[src/rtl/da_pkg.sv]
// da_pkg: shared state type and sizing helpers for the DA FIR frame controller
package da_pkg;
  typedef enum logic [1:0] {IDLE, LOAD, SHIFT} da_frame_state_t;
  localparam int DA_WORD_WIDTH = 16;
  localparam int DA_CNT_W = $clog2(DA_WORD_WIDTH);
  function automatic int da_out_w(input int word_width, input int num_sub);
    return word_width + $clog2(num_sub);
  endfunction
  function automatic int da_cnt_w(input int word_width);
    return word_width > 1 ? $clog2(word_width) : 1;
  endfunction
endpackage

[src/rtl/da_result_fifo.sv]
// da_result_fifo: synchronous first-word-fall-through FIFO with async active-low reset
module da_result_fifo #(
  parameter int WIDTH = 17,
  parameter int DEPTH = 4,
  localparam int AW = $clog2(DEPTH)
) (
  input  logic             clk,
  input  logic             rst,
  input  logic             push,
  input  logic             pop,
  input  logic [WIDTH-1:0] din,
  output logic [WIDTH-1:0] dout,
  output logic             full,
  output logic             empty,
  output logic [AW:0]      count
);
  logic [WIDTH-1:0] mem_q [DEPTH];
  logic [AW-1:0] wr_q, wr_d, rd_q, rd_d;
  logic [AW:0] cnt_q, cnt_d;
  logic do_push, do_pop;
  assign full  = cnt_q == (AW+1)'(DEPTH);
  assign empty = cnt_q == '0;
  assign count = cnt_q;
  assign dout  = empty ? '0 : mem_q[rd_q];
  // next pointers and occupancy; a pop frees the slot a same-cycle push may use
  always_comb begin
    do_pop  = pop && !empty;
    do_push = push && (!full || do_pop);
    wr_d    = wr_q + AW'(do_push);
    rd_d    = rd_q + AW'(do_pop);
    cnt_d   = cnt_q + (AW+1)'(do_push) - (AW+1)'(do_pop);
  end
  // pointer and count registers
  always_ff @(posedge clk or negedge rst) begin
    if (!rst) begin
      wr_q  <= '0;
      rd_q  <= '0;
      cnt_q <= '0;
    end else begin
      wr_q  <= wr_d;
      rd_q  <= rd_d;
      cnt_q <= cnt_d;
    end
  end
  // storage, not reset: dout is masked while empty
  always_ff @(posedge clk) begin
    if (do_push) mem_q[wr_q] <= din;
  end
endmodule

[src/rtl/da_frame_ctrl.sv]
// da_frame_ctrl: DA FIR sample sequencer and result collector; define DA_FRAME_SAT_EN for saturation and sat_seen
module da_frame_ctrl
  import da_pkg::*;
#(
  parameter int WORD_WIDTH = 16,
  parameter int NUM_SUB = 2,
  parameter int FIFO_DEPTH = 4,
  localparam int OUT_W = da_out_w(WORD_WIDTH, NUM_SUB)
) (
  input  logic                          clk,
  input  logic                          rst,
  input  logic                          in_valid,
  output logic                          in_ready,
  input  logic [WORD_WIDTH-1:0]         in_data,
  output logic                          sf_x_we,
  output logic [WORD_WIDTH-1:0]         sf_x,
  output logic                          sf_en,
  output logic                          sf_ts,
  input  logic [NUM_SUB*WORD_WIDTH-1:0] sf_y,
  output logic                          out_valid,
  input  logic                          out_ready,
  output logic [OUT_W-1:0]              out_data,
  output logic                          busy
`ifdef DA_FRAME_SAT_EN
  ,
  output logic                          sat_seen
`endif
);
  localparam int CW = da_cnt_w(WORD_WIDTH);
  da_frame_state_t state_q, state_d;
  logic [CW-1:0] cnt_q, cnt_d;
  logic [WORD_WIDTH-1:0] sf_x_q, sf_x_d;
  logic sf_x_we_q, sf_x_we_d, sf_en_q, sf_en_d, sf_ts_q, sf_ts_d, busy_q, busy_d;
  logic push, last, fifo_full, fifo_empty;
  logic [$clog2(FIFO_DEPTH):0] count_unused;
  logic signed [OUT_W-1:0] sum, res;
  assign last      = cnt_q == CW'(WORD_WIDTH-1);
  assign in_ready  = (state_q == IDLE) && !fifo_full;
  assign sf_x_we   = sf_x_we_q;
  assign sf_x      = sf_x_q;
  assign sf_en     = sf_en_q;
  assign sf_ts     = sf_ts_q;
  assign busy      = busy_q;
  assign out_valid = !fifo_empty;
  // next-state logic; strobes are computed one cycle ahead so they leave as flops
  always_comb begin
    state_d   = state_q;
    cnt_d     = cnt_q;
    sf_x_d    = sf_x_q;
    sf_x_we_d = 1'b0;
    sf_en_d   = 1'b0;
    sf_ts_d   = 1'b0;
    push      = 1'b0;
    case (state_q)
      IDLE: if (in_valid && in_ready) begin
        sf_x_d    = in_data;
        sf_x_we_d = 1'b1;
        state_d   = LOAD;
      end
      LOAD: begin
        state_d = SHIFT;
        cnt_d   = '0;
        sf_en_d = 1'b1;
        sf_ts_d = WORD_WIDTH == 1;
      end
      SHIFT: begin
        cnt_d   = cnt_q + 1'b1;
        push    = last;
        state_d = last ? IDLE : SHIFT;
        sf_en_d = !last;
        sf_ts_d = !last && cnt_q == CW'(WORD_WIDTH-2);
      end
      default: state_d = IDLE;
    endcase
    busy_d = state_d != IDLE;
  end
  // sign-extend each subfilter output to OUT_W and add; OUT_W leaves room for every carry
  always_comb begin
    sum = '0;
    for (int k = 0; k < NUM_SUB; k++)
      sum = sum + OUT_W'($signed(sf_y[k*WORD_WIDTH +: WORD_WIDTH]));
  end
`ifdef DA_FRAME_SAT_EN
  localparam int MAXV = 2**(WORD_WIDTH-1) - 1;
  logic sat_hi, sat_lo, sat_seen_q, sat_seen_d;
  // clamp to the signed WORD_WIDTH range and remember that it happened
  always_comb begin
    sat_hi     = sum > MAXV;
    sat_lo     = sum < -MAXV - 1;
    res        = sat_hi ? OUT_W'(MAXV) : sat_lo ? OUT_W'(-MAXV - 1) : sum;
    sat_seen_d = sat_seen_q || (push && (sat_hi || sat_lo));
  end
  // sticky saturation flag
  always_ff @(posedge clk or negedge rst) begin
    if (!rst) sat_seen_q <= 1'b0;
    else sat_seen_q <= sat_seen_d;
  end
  assign sat_seen = sat_seen_q;
`else
  assign res = sum;
`endif
  // FSM and registered chain strobes
  always_ff @(posedge clk or negedge rst) begin
    if (!rst) begin
      state_q   <= IDLE;
      cnt_q     <= '0;
      sf_x_q    <= '0;
      sf_x_we_q <= 1'b0;
      sf_en_q   <= 1'b0;
      sf_ts_q   <= 1'b0;
      busy_q    <= 1'b0;
    end else begin
      state_q   <= state_d;
      cnt_q     <= cnt_d;
      sf_x_q    <= sf_x_d;
      sf_x_we_q <= sf_x_we_d;
      sf_en_q   <= sf_en_d;
      sf_ts_q   <= sf_ts_d;
      busy_q    <= busy_d;
    end
  end
  da_result_fifo #(.WIDTH(OUT_W), .DEPTH(FIFO_DEPTH)) u_fifo (
    .clk   (clk),
    .rst   (rst),
    .push  (push),
    .pop   (out_ready),
    .din   (res),
    .dout  (out_data),
    .full  (fifo_full),
    .empty (fifo_empty),
    .count (count_unused)
  );
endmodule

[config.mk]
export PLATFORM = sky130hd
export DESIGN_NAME = da_frame_ctrl
export DESIGN_NICKNAME = d
export VERILOG_FILES = /design/src/rtl/da_pkg.sv /design/src/rtl/da_result_fifo.sv /design/src/rtl/da_frame_ctrl.sv
export SDC_FILE = /design/constraint.sdc
export NUM_CORES = 1
export LEC_CHECK = 0
export CAP_MARGIN = 20
export CORE_MARGIN = 5
export CORE_UTILIZATION = 47
export DETAILED_ROUTE_END_ITERATION = 16
export GPL_TIMING_DRIVEN = 0
export PLACE_DENSITY_LB_ADDON = 0.05
export SYNTH_ARGS = -nofsm -noshare
export SYNTH_HDL_FRONTEND = slang
export SYNTH_SLANG_ARGS = --single-unit
[constraint.sdc]
create_clock -name clk -period 2.88 [get_ports clk]
set_clock_uncertainty 0.15 [all_clocks]
set_input_delay 0.576 -clock clk [delete_from_list [all_inputs] [get_ports clk]]
set_output_delay 0.576 -clock clk [all_outputs]
set_load 0.05 [all_outputs]
* Word-level counts from Yosys, hierarchy flattened *
Memories as Yosys holds them, arrays and structs flattened.
Cells that the tools add are included.

cells by class
  $add $sub $neg = 6
  multipliers = 0
  divide/modulo/power cells = 0
  magnitude comparators = 0
  equal/unequal tests = 5
  shift operators = 0
  muxes and demuxes = 12
  bitwise logic cells = 0
  reduce and logical (&&, ||, !) cells = 14

operators with widths
  cell                                            number
  adder 16 x 16 -> 17 bit                         1
  2-to-1 mux 17 bit                               1
  == test 4 bit (second input constant)           2
  case mux 4 bit (2 select lines)                 1
  2-to-1 mux 1 bit                                6
  case mux 2 bit (3 select lines)                 1
  logical AND 1 bit                               5
  adder 2 x 1 -> 2 bit                            2
  adder 4 x 1 -> 4 bit (second input constant)    1
  2-to-1 mux 2 bit                                2
  nonzero test 2 bit                              2
  adder 3 x 1 -> 3 bit                            1
  == test 3 bit (second input constant)           1
  logical NOT 1 bit                               3
  logical NOT 3 bit                               1
  subtractor 3 x 1 -> 3 bit                       1
  == test 2 x 1 -> 1 bit (second input constant)  1
  == test 2 bit (second input constant)           1
  logical NOT 2 bit                               1
  case mux 1 bit (2 select lines)                 1
  AND reduction 2 bit                             1
  logical OR 1 bit                                1

word-level totals
  register bits = 33
  latch bits = 0
  memory bits (writable) = 68
  ROM bits = 0
  bits of input ports = 52
  output and inout port bits = 39
  memories = 1

memories
  name          depth  width  rd ports  clocked after Yosys merged registers in  write ports  line                  source
  u_fifo.mem_q  4      17     1         0                                        1            da_result_fifo.sv:17  logic [WIDTH-1:0] mem_q [DEPTH];

* Depth between registers and ports, before layout *
Gate-level depths: netlist of run 1.

  depth in word-level cells = 7
  mapped depth = 9
  gate-level depth less buffers = 9

* By module *
A second synthesis of run 1 with hierarchy kept.

unflattened totals
  cell total of the unflattened synthesis = 365
  area, all modules = 5037.3 um^2

modules (own cells, without submodules)
  module          instances  cells each  area each (um^2)  seq. area each (um^2)
  da_result_fifo  1          138         3065.4            2217.1
  da_frame_ctrl   1          227         1971.9            650.6

* Worst setup path after synthesis of run 1 *
OpenSTA, ideal clock, no wires.

  kind = reg2reg
  start point = register state_q[0]
  end point = memory u_fifo.mem_q[2][0] (enable)
  setup time = 0.416 ns
  arrival = 2.330 ns
  setup slack = -0.017 ns
  stages on the path, launching flop included = 6
  buffers on the path = 0
  path through = dfrtp_1 -> inv_1 -> ha_1 -> and3_1 -> o211ai_1 -> nor3b_1

between the ends
  cells in the longest elaborated chain, start to end = 5

ends and longest elaborated chain
  element                                 line                  source
  start, declared                         da_frame_ctrl.sv:30   da_frame_state_t state_q, state_d;
  start signal, assigned                  da_frame_ctrl.sv:113  state_q <= state_d;
  == test 2 bit                           da_frame_ctrl.sv:54   case (state_q)
  2-to-1 mux 1 bit                        da_frame_ctrl.sv:54
  logical AND 1 bit                       da_result_fifo.sv:28  do_push = push && (!full || do_pop);
  2-to-1 mux 1 bit                        da_result_fifo.sv:47  if (do_push) mem_q[wr_q] <= din;
  2-to-1 mux 1 bit (not written as such)  da_result_fifo.sv:47
  end, declared                           da_result_fifo.sv:17

No other way between the ends.

* Worst setup path in the final report of run 1 *
  start point = input sf_y[0]
  end point = memory u_fifo.mem_q[1][12] (data pin)

between the ends
  cells in the longest elaborated chain, start to end = 1

ends and longest elaborated chain
  element                  line                 source
  start, declared          da_frame_ctrl.sv:19  input logic [NUM_SUB*WORD_WIDTH-1:0] sf_y,
  adder 16 x 16 -> 17 bit  da_frame_ctrl.sv:81  sum = sum + OUT_W'($signed(sf_y[k*WORD_WIDTH +: WORD_WIDTH]));
  via res[12]              da_frame_ctrl.sv:36  logic signed [OUT_W-1:0] sum, res;

The timed path passes the listed nets, and every way through them passes these cells.

==> tab_implementation.tex, run 1 <==
\begin{tabular}{lr}
\hline
Metric & Value \\
\hline
\multicolumn{2}{l}{\textbf{Run status}} \\
\quad Run status & finished clean \\
\multicolumn{2}{l}{\textbf{Layout}} \\
\quad Most common cell after layout, fill and taps aside & sky130\_fd\_sc\_hd\_\_clkdlybuf4s50\_1 \\
\quad Synthesis-to-layout area growth & 27.3\% \\
\quad Antenna fix cells & 0 \\
\quad Layout fillers & 816 \\
\quad Post-layout nets & 514 \\
\quad Proportion of layout cells with a drive suffix above 1 & 0.205 \\
\quad Final Cell Area & 6130 um2 \\
\quad Most frequent cells in the layout & sky130\_fd\_sc\_hd\_\_clkdlybuf4s50\_1 (70), sky130\_fd\_sc\_hd\_\_edfxtp\_1 (68), sky130\_fd\_sc\_hd\_\_dfrtp\_1 (33) \\
\multicolumn{2}{l}{\textbf{Synthesis}} \\
\quad Async set-reset flop share out of synthesis & 0.327 \\
\quad Fraction of the yosys area taken by sequential cells & 0.596 \\
\quad Commonest register cell after synthesis & sky130\_fd\_sc\_hd\_\_edfxtp\_1 \\
\quad Net count of the mapped netlist & 409 \\
\quad Number of flops mapped to enable cells by yosys & 68 \\
\quad Syn avg cell area & 14.6 um2 \\
\quad Count of warnings emitted by yosys & 0 \\
\quad Cell area after technology mapping & $\sim$4800 um2 \\
\quad Synth Instances & 329 \\
\quad Flip-flop and latch count after synthesis & 101 \\
\quad Distinct cell type count after synthesis & 47 \\
\multicolumn{2}{l}{\textbf{STA}} \\
\quad Pins Over Slew Limit & 0 \\
\quad Final setup fails & 0 \\
\quad Final critical delay including setup and external delays & 2780 ps \\
\quad Slew at the pin closest to its max-slew limit & 893 ps \\
\quad Count of endpoints failing hold in the final timing report & 0 \\
\quad Setup repair after global routing missed its margin & false \\
\quad Worst-case headroom to the max-slew limit & 0.405 \\
\quad Final cycle utilization of the critical path & 0.966 \\
\quad Maximum operating frequency & 0.359 GHz \\
\multicolumn{2}{l}{\textbf{Setup path}} \\
\quad RR Startpoint & state\_q[0]\$\_DFF\_PN0\_ \\
\quad Max stage delay cell, worst path & sky130\_fd\_sc\_hd\_\_clkdlybuf4s50\_1 \\
\quad Crit path buffers/inverters & 1 \\
\quad Largest fanout on the critical path & 4 \\
\quad Critical Path End Type & flop \\
\quad Cells along the critical path & clkdlybuf4s50\_1 -> ha\_1 -> fa\_2 -> a21o\_1 -> a31oi\_2 -> nor2\_1 -> a221o\_1 -> xor2\_2 \\
\quad Required time worst endpoint & 2830 ps \\
\quad Worst setup SP type & input pin \\
\quad Worst path max stage delay & $\sim$410 ps \\
\quad Critical Path Source & sf\_y[0] \\
\quad Data arrival time of the critical path & 2730 ps \\
\quad Critical path start-end classification & in -> reg \\
\quad Family of cells with the greatest summed delay on the critical path & compound AO/OA/AOI/OAI gates \\
\multicolumn{2}{l}{\textbf{Place}} \\
\quad Buffers on Ports & 90 \\
\quad Half-perimeter wire length after detailed placement & 6700 um \\
\quad Gp weighted congestion & 0.757 \\
\quad Post-Place Cell Area & approximately 6000 um2 \\
\multicolumn{2}{l}{\textbf{Floorplan}} \\
\quad Standard-cell row count & 37 \\
\quad Core region area & 10,100 um2 \\
\quad Overall die width & 111 um \\
\quad Die footprint & 12,400 um2 \\
\quad Total I/O pin count & 91 \\
\quad Die extent in y & 111 um \\
\quad Starting utilization of the core area & 0.475 \\
\multicolumn{2}{l}{\textbf{Clocking}} \\
\quad Clock insertion delay at the later pin of the skew report & about 350 ps \\
\quad Clk sinks & 101 \\
\quad TritonCTS buffer count & 9 \\
\quad Number of buffers inserted by hold repair at cts & 0 \\
\quad TritonCTS clock tree & done \\
\quad Root buffer selected by CTS & sky130\_fd\_sc\_hd\_\_clkbuf\_8 \\
\quad Number of setup buffers added after CTS & 0 \\
\quad Clock slew at the register clock pins of the worst setup and hold paths & about 100 ps \\
\quad CTS HTree Levels & 3 \\
\quad Clock Tree Buf Depth & 2 \\
\multicolumn{2}{l}{\textbf{Pwr}} \\
\quad Total chip power & 5.69 mW \\
\quad Worst vdd ir & 0.000584 V \\
\quad Standby leakage power & 2.40 nW \\
\quad PwrDens & 927 nW/um2 \\
\multicolumn{2}{l}{\textbf{Global routing}} \\
\quad GRT Total Usage & 0.151 \\
\quad Via count of the first global-routing pass & 3,085 \\
\quad Global-route wire length before repair & 14,900 um \\
\quad Remaining global-route overflow & 0 \\
\quad Pin count of the biggest net entering global routing & 34 \\
\quad Initial antenna violation count & 0 \\
\multicolumn{2}{l}{\textbf{Route}} \\
\quad Number of DRC markers after the initial detailed-route iteration & 152 \\
\quad Antenna violation net count after detailed routing & 0 \\
\quad Number of DRC violations after detailed routing & 0 \\
\quad Routed length per placed instance & 15.6 um \\
\quad Vias per cell & between 5 and 6 \\
\quad Number of search-and-repair iterations in the first detailed-routing pass & 4 \\
\quad Total via count in the routed design & 2,966 \\
\quad Detailed Route WL & approximately 9000 um \\
\multicolumn{2}{l}{\textbf{Min path}} \\
\quad Worst hold path class & in -> async \\
\multicolumn{2}{l}{\textbf{Flow run}} \\
\quad Count of max-cap constraint violations & 0 \\
\hline
\end{tabular}
==> logic make-up after synthesis <==
kind of cell    Yosys count  share of synthesized area
mux                      34                      0.119
fa+ha+maj                28                     0.0759
simple gates             71                     0.0793
flops                   101                      0.596
xor+xnor                 17                     0.0309
compound gates           51                     0.0723
buf+inv                  27                     0.0265
==> report_power, final <==
| part | switching, mW | internal (mW) |
|---|---|---|
| Sequential | 0.120 | 1.80 |
| Combinational | 1.86 | 1.08 |
| Clock | 0.499 | 0.328 |
==> layer usage <==
layer / GRT usage / vias to the layer above / share of wire
met5: 0 / - / 0
met4: 0.0592 / 0 / 0.017
met3: 0.0317 / 12 / 0.039
met2: 0.260 / 81 / 0.50
met1: 0.187 / 1431 / 0.44
li1: - / 1442 / -
==> timing repair <==
action	4_1_cts	5_1_grt
endpoints found under the setup margin	24	18
pin swaps	0	2
resized for setup	63	8
==> Yosys cell counts (all sizes together) (4+ instances only) <==
master	n	area (um2)
xor2	6	52.6
nor2b	19	119
o21ai	9	45.0
a21o	6	45.0
mux2	17	191
nor2	7	26.3
ha	26	325
dfrtp	33	826
nand3	11	60.1
a211oi	4	35.0
inv	15	56.3
a21oi	14	73.8
buf	8	53.8
edfxtp	68	2040
xnor2	11	96.3
nand2	16	60.1
mux4	17	383
clkbuf	4	17.5
==> registers in the layout, summed over array words and instances (netlist names) <==
name and cells:
u_fifo.mem_q 68, sf_x 16, cnt_q 4, u_fifo.count 3, state_q 2, u_fifo.rd_q 2
u_fifo.wr_q 2, busy 1, sf_en 1, sf_ts 1, sf_x_we 1
==> layout make-up <==
cell class	count	area [um2]	share of cell area
Sequential cell	101	2870	0.468
Multi-Input combinational cell	201	1880	0.307
Timing Repair Buffer	94	888	0.145
Tap cell	136	170	0.0278
Clock buffer	9	124	0.0202
Buffer	12	83.8	0.0137
Clock inverter	7	58.8	0.00959
Inverter	15	56.3	0.00919
==> final timing paths <==
kind                                                      end  slack (ps)  cells after the start
worst max-delay path            u_fifo.mem_q[1][12]$_DFFE_PP_         100                      8
worst min-delay path                     cnt_q[0]$_DFFE_PN0N_         110                      1
worst max register to register   u_fifo.mem_q[3][8]$_DFFE_PP_         230                      6
worst min register to register            sf_x[5]$_DFFE_PN0P_         370                      1
max in group asynchronous                 sf_x[8]$_DFFE_PN0P_        2010                      1
min in group clk                          sf_x[5]$_DFFE_PN0P_         370                      1
==> metrics by stage <==
stage | setup TNS [ps] | worst slack, ps | instances | utilization | hold slack, ps
CTS | -76.8 | -76.8 | 575 | 0.602 | 120
global placement | -41210 | -1100 | 555 | 0.581 | 333
global route | 0 | 11.5 | 575 | 0.605 | 173
detailed placement | -10200 | -398 | 559 | 0.587 | 346
finish | 0 | 97.6 | 575 | 0.605 | 109
floorplan | 0 | 90.0 | 329 | - | 130
==> worst reg2reg max path, cell delays in order (launching register included) <==
cell and delay (ps):
sky130_fd_sc_hd__dfrtp_1 420, sky130_fd_sc_hd__inv_1 100, sky130_fd_sc_hd__ha_1 270, sky130_fd_sc_hd__and3_1 210, sky130_fd_sc_hd__o211ai_1 190, sky130_fd_sc_hd__inv_1 170
sky130_fd_sc_hd__and3_1 760
Note: power is estimated with default switching activity, not from simulation.
==> run 2, diff against run 1 <==
Settings changed: CAP_MARGIN 20 to unset.
==> tab_implementation.tex, run 2 (synthesis results as in run 1) <==
\begin{tabular}{lr}
\hline
Metric & Value \\
\hline
\multicolumn{2}{l}{\textbf{Global routing}} \\
\quad Pin count of the biggest net entering global routing & 34 \\
\quad Global-route wire length before repair & 15,000 um \\
\quad Remaining global-route overflow & 0 \\
\quad GRT Max-Usage Layer & met2 \\
\quad Global-route met1 utilization & 0.187 \\
\quad Initial antenna violation count & 0 \\
\quad Met2 track utilization from global routing & 0.264 \\
\quad Via count of the first global-routing pass & $\sim$3,100 \\
\quad GRT Total Usage & 0.151 \\
\quad Met3 routing resource usage after global routing & 0.0273 \\
\multicolumn{2}{l}{\textbf{Clocking}} \\
\quad TritonCTS buffer count & 9 \\
\quad CTS HTree Levels & 3 \\
\quad TritonCTS clock tree & done \\
\quad Clock Tree Buf Depth & 2 \\
\quad Root buffer selected by CTS & sky130\_fd\_sc\_hd\_\_clkbuf\_8 \\
\quad Clk sinks & 101 \\
\quad Clock slew at the register clock pins of the worst setup and hold paths & 100 ps \\
\quad Clock insertion delay at the later pin of the skew report & between 300 and 400 ps \\
\quad Number of buffers inserted by hold repair at cts & 0 \\
\multicolumn{2}{l}{\textbf{Layout}} \\
\quad Largest register FFs & 68 \\
\quad Post-layout nets & 514 \\
\quad Antenna fix cells & 0 \\
\quad Most common cell after layout, fill and taps aside & sky130\_fd\_sc\_hd\_\_clkdlybuf4s50\_1 \\
\quad Most frequent cells in the layout & sky130\_fd\_sc\_hd\_\_clkdlybuf4s50\_1 (71), sky130\_fd\_sc\_hd\_\_edfxtp\_1 (68), sky130\_fd\_sc\_hd\_\_dfrtp\_1 (33) \\
\quad Final Cell Area & 6150 um2 \\
\quad Synthesis-to-layout area growth & 27.7\% \\
\quad Proportion of layout cells with a drive suffix above 1 & 0.205 \\
\quad Biggest register & u\_fifo.mem\_q \\
\multicolumn{2}{l}{\textbf{Setup path}} \\
\quad Data arrival time of the critical path & 2720 ps \\
\quad Largest fanout on the critical path & 4 \\
\quad Critical path start-end classification & in -> reg \\
\quad FF-to-FF path depth & 6 \\
\quad Critical Path End Type & flop \\
\quad Worst setup SP type & input pin \\
\quad Required time worst endpoint & 2830 ps \\
\multicolumn{2}{l}{\textbf{STA}} \\
\quad Final cycle utilization of the critical path & 0.962 \\
\quad Count of endpoints failing hold in the final timing report & 0 \\
\quad Final setup fails & 0 \\
\quad Pins Over Slew Limit & 0 \\
\quad Slew at the pin closest to its max-slew limit & 906 ps \\
\quad Setup repair after global routing missed its margin & false \\
\quad Smallest hold slack & 95.6 ps \\
\quad Maximum operating frequency & 0.361 GHz \\
\quad Total Negative Setup Slacks & 0 ps \\
\quad Worst-case headroom to the max-slew limit & 0.396 \\
\quad Fin worst setup slack & 109 ps \\
\quad Final critical delay including setup and external delays & 2770 ps \\
\multicolumn{2}{l}{\textbf{Floorplan}} \\
\quad Total I/O pin count & approximately 90 \\
\quad Standard-cell row count & 37 \\
\quad Die footprint & 12,400 um2 \\
\quad Core region area & 10,100 um2 \\
\quad Starting utilization of the core area & 0.475 \\
\quad Overall die width & about 110 um \\
\quad Die extent in y & 111 um \\
\multicolumn{2}{l}{\textbf{Route}} \\
\quad Number of DRC markers after the initial detailed-route iteration & 177 \\
\quad Number of DRC violations after detailed routing & 0 \\
\quad Routed length per placed instance & roughly 16 um \\
\quad Antenna violation net count after detailed routing & 0 \\
\quad Vias per cell & 5.16 \\
\quad Total via count in the routed design & 2,968 \\
\quad Number of search-and-repair iterations in the first detailed-routing pass & 4 \\
\quad Detailed Route WL & 8970 um \\
\multicolumn{2}{l}{\textbf{Pwr}} \\
\quad Standby leakage power & approximately 2.4 nW \\
\quad Total chip power & 5.75 mW \\
\quad PwrDens & 935 nW/um2 \\
\quad Worst vdd ir & 0.000517 V \\
\multicolumn{2}{l}{\textbf{Place}} \\
\quad Gp weighted congestion & 0.757 \\
\quad Post-place setup slack & -639 ps \\
\quad Post-Place Cell Area & 5940 um2 \\
\quad Half-perimeter wire length after detailed placement & 6670 um \\
\quad Buffers on Ports & 90 \\
\multicolumn{2}{l}{\textbf{Run status}} \\
\quad Run status & finished clean \\
\multicolumn{2}{l}{\textbf{Flow run}} \\
\quad Count of max-cap constraint violations & 0 \\
\multicolumn{2}{l}{\textbf{Min path}} \\
\quad Worst hold path class & in -> async \\
\hline
\end{tabular}
==> run 2: cell types whose count changed in the layout (fill, tap and decap cells not counted), sizes merged <==
cell | before | now
inv | 18 | 21
clkdlybuf4s50 | 70 | 71
clkinv | 3 | 1
clkinvlp | 1 | 0
dlygate4sd2 | 8 | 7
==> run 2: repair_timing <==
action | CTS | global route
gates resized for setup | 60 | 9
pin swaps | 1 | 0
setup endpoints to repair | 24 | 13
setup buffers | 1 | 0
==> run 2: worst paths after layout <==
kind | from | end | slack [ps]
setup reg to reg | state_q[0]$_DFF_PN0_ | u_fifo.mem_q[3][8]$_DFFE_PP_ | 230
setup / recovery | sf_y[0] | u_fifo.mem_q[2][12]$_DFFE_PP_ | 110
hold reg to reg | sf_x[15]$_DFFE_PN0P_ | sf_x[15]$_DFFE_PN0P_ | 360
min in group clk | sf_x[15]$_DFFE_PN0P_ | sf_x[15]$_DFFE_PN0P_ | 360
max in group asynchronous | rst | sf_x[11]$_DFFE_PN0P_ | 2020
hold / removal | rst | cnt_q[0]$_DFFE_PN0N_ | 100
==> run 2: layer usage <==
layer | share of wire | vias to the layer above | wire [um]
li1 | - | 1457 | -
met1 | 0.44 | 1425 | 3970
met5 | 0 | - | 0
met3 | 0.040 | 8 | 362
met2 | 0.51 | 78 | 4530
met4 | 0.011 | 0 | 99
==> run 2: worst max-delay path, cell delays in order <==
cell and delay [ps]:
sky130_fd_sc_hd__clkdlybuf4s50_1 410, sky130_fd_sc_hd__ha_1 250, sky130_fd_sc_hd__fa_2 360, sky130_fd_sc_hd__a21o_1 220
sky130_fd_sc_hd__a31oi_2 230, sky130_fd_sc_hd__nor2_1 90, sky130_fd_sc_hd__a221o_1 380, sky130_fd_sc_hd__xor2_2 200
==> run 2: metrics by stage <==
step / cells / utilization
after floorplan: 329 / -
after global placement: 555 / 0.581
after detailed placement: 558 / 0.586
after CTS: 575 / 0.604
after global routing: 575 / 0.606
final: 575 / 0.606
==> run 2: power by group <==
group	internal (mW)	switching, mW	total [mW]
sequential	1.80	0.118	1.92
combinational	1.08	1.86	2.94
clock	0.346	0.541	0.887
total	3.23	2.52	5.75
==> run 2: cell type report <==
cell class,instances,area [um2]
fillers,822,3990
clock inverters,7,73.8
plain buffers,12,83.8
multi-input cells,201,1880
well taps,136,170
inverters,15,56.3
flip-flops and latches,101,2870
clock buffers,9,124
repair buffers,94,892
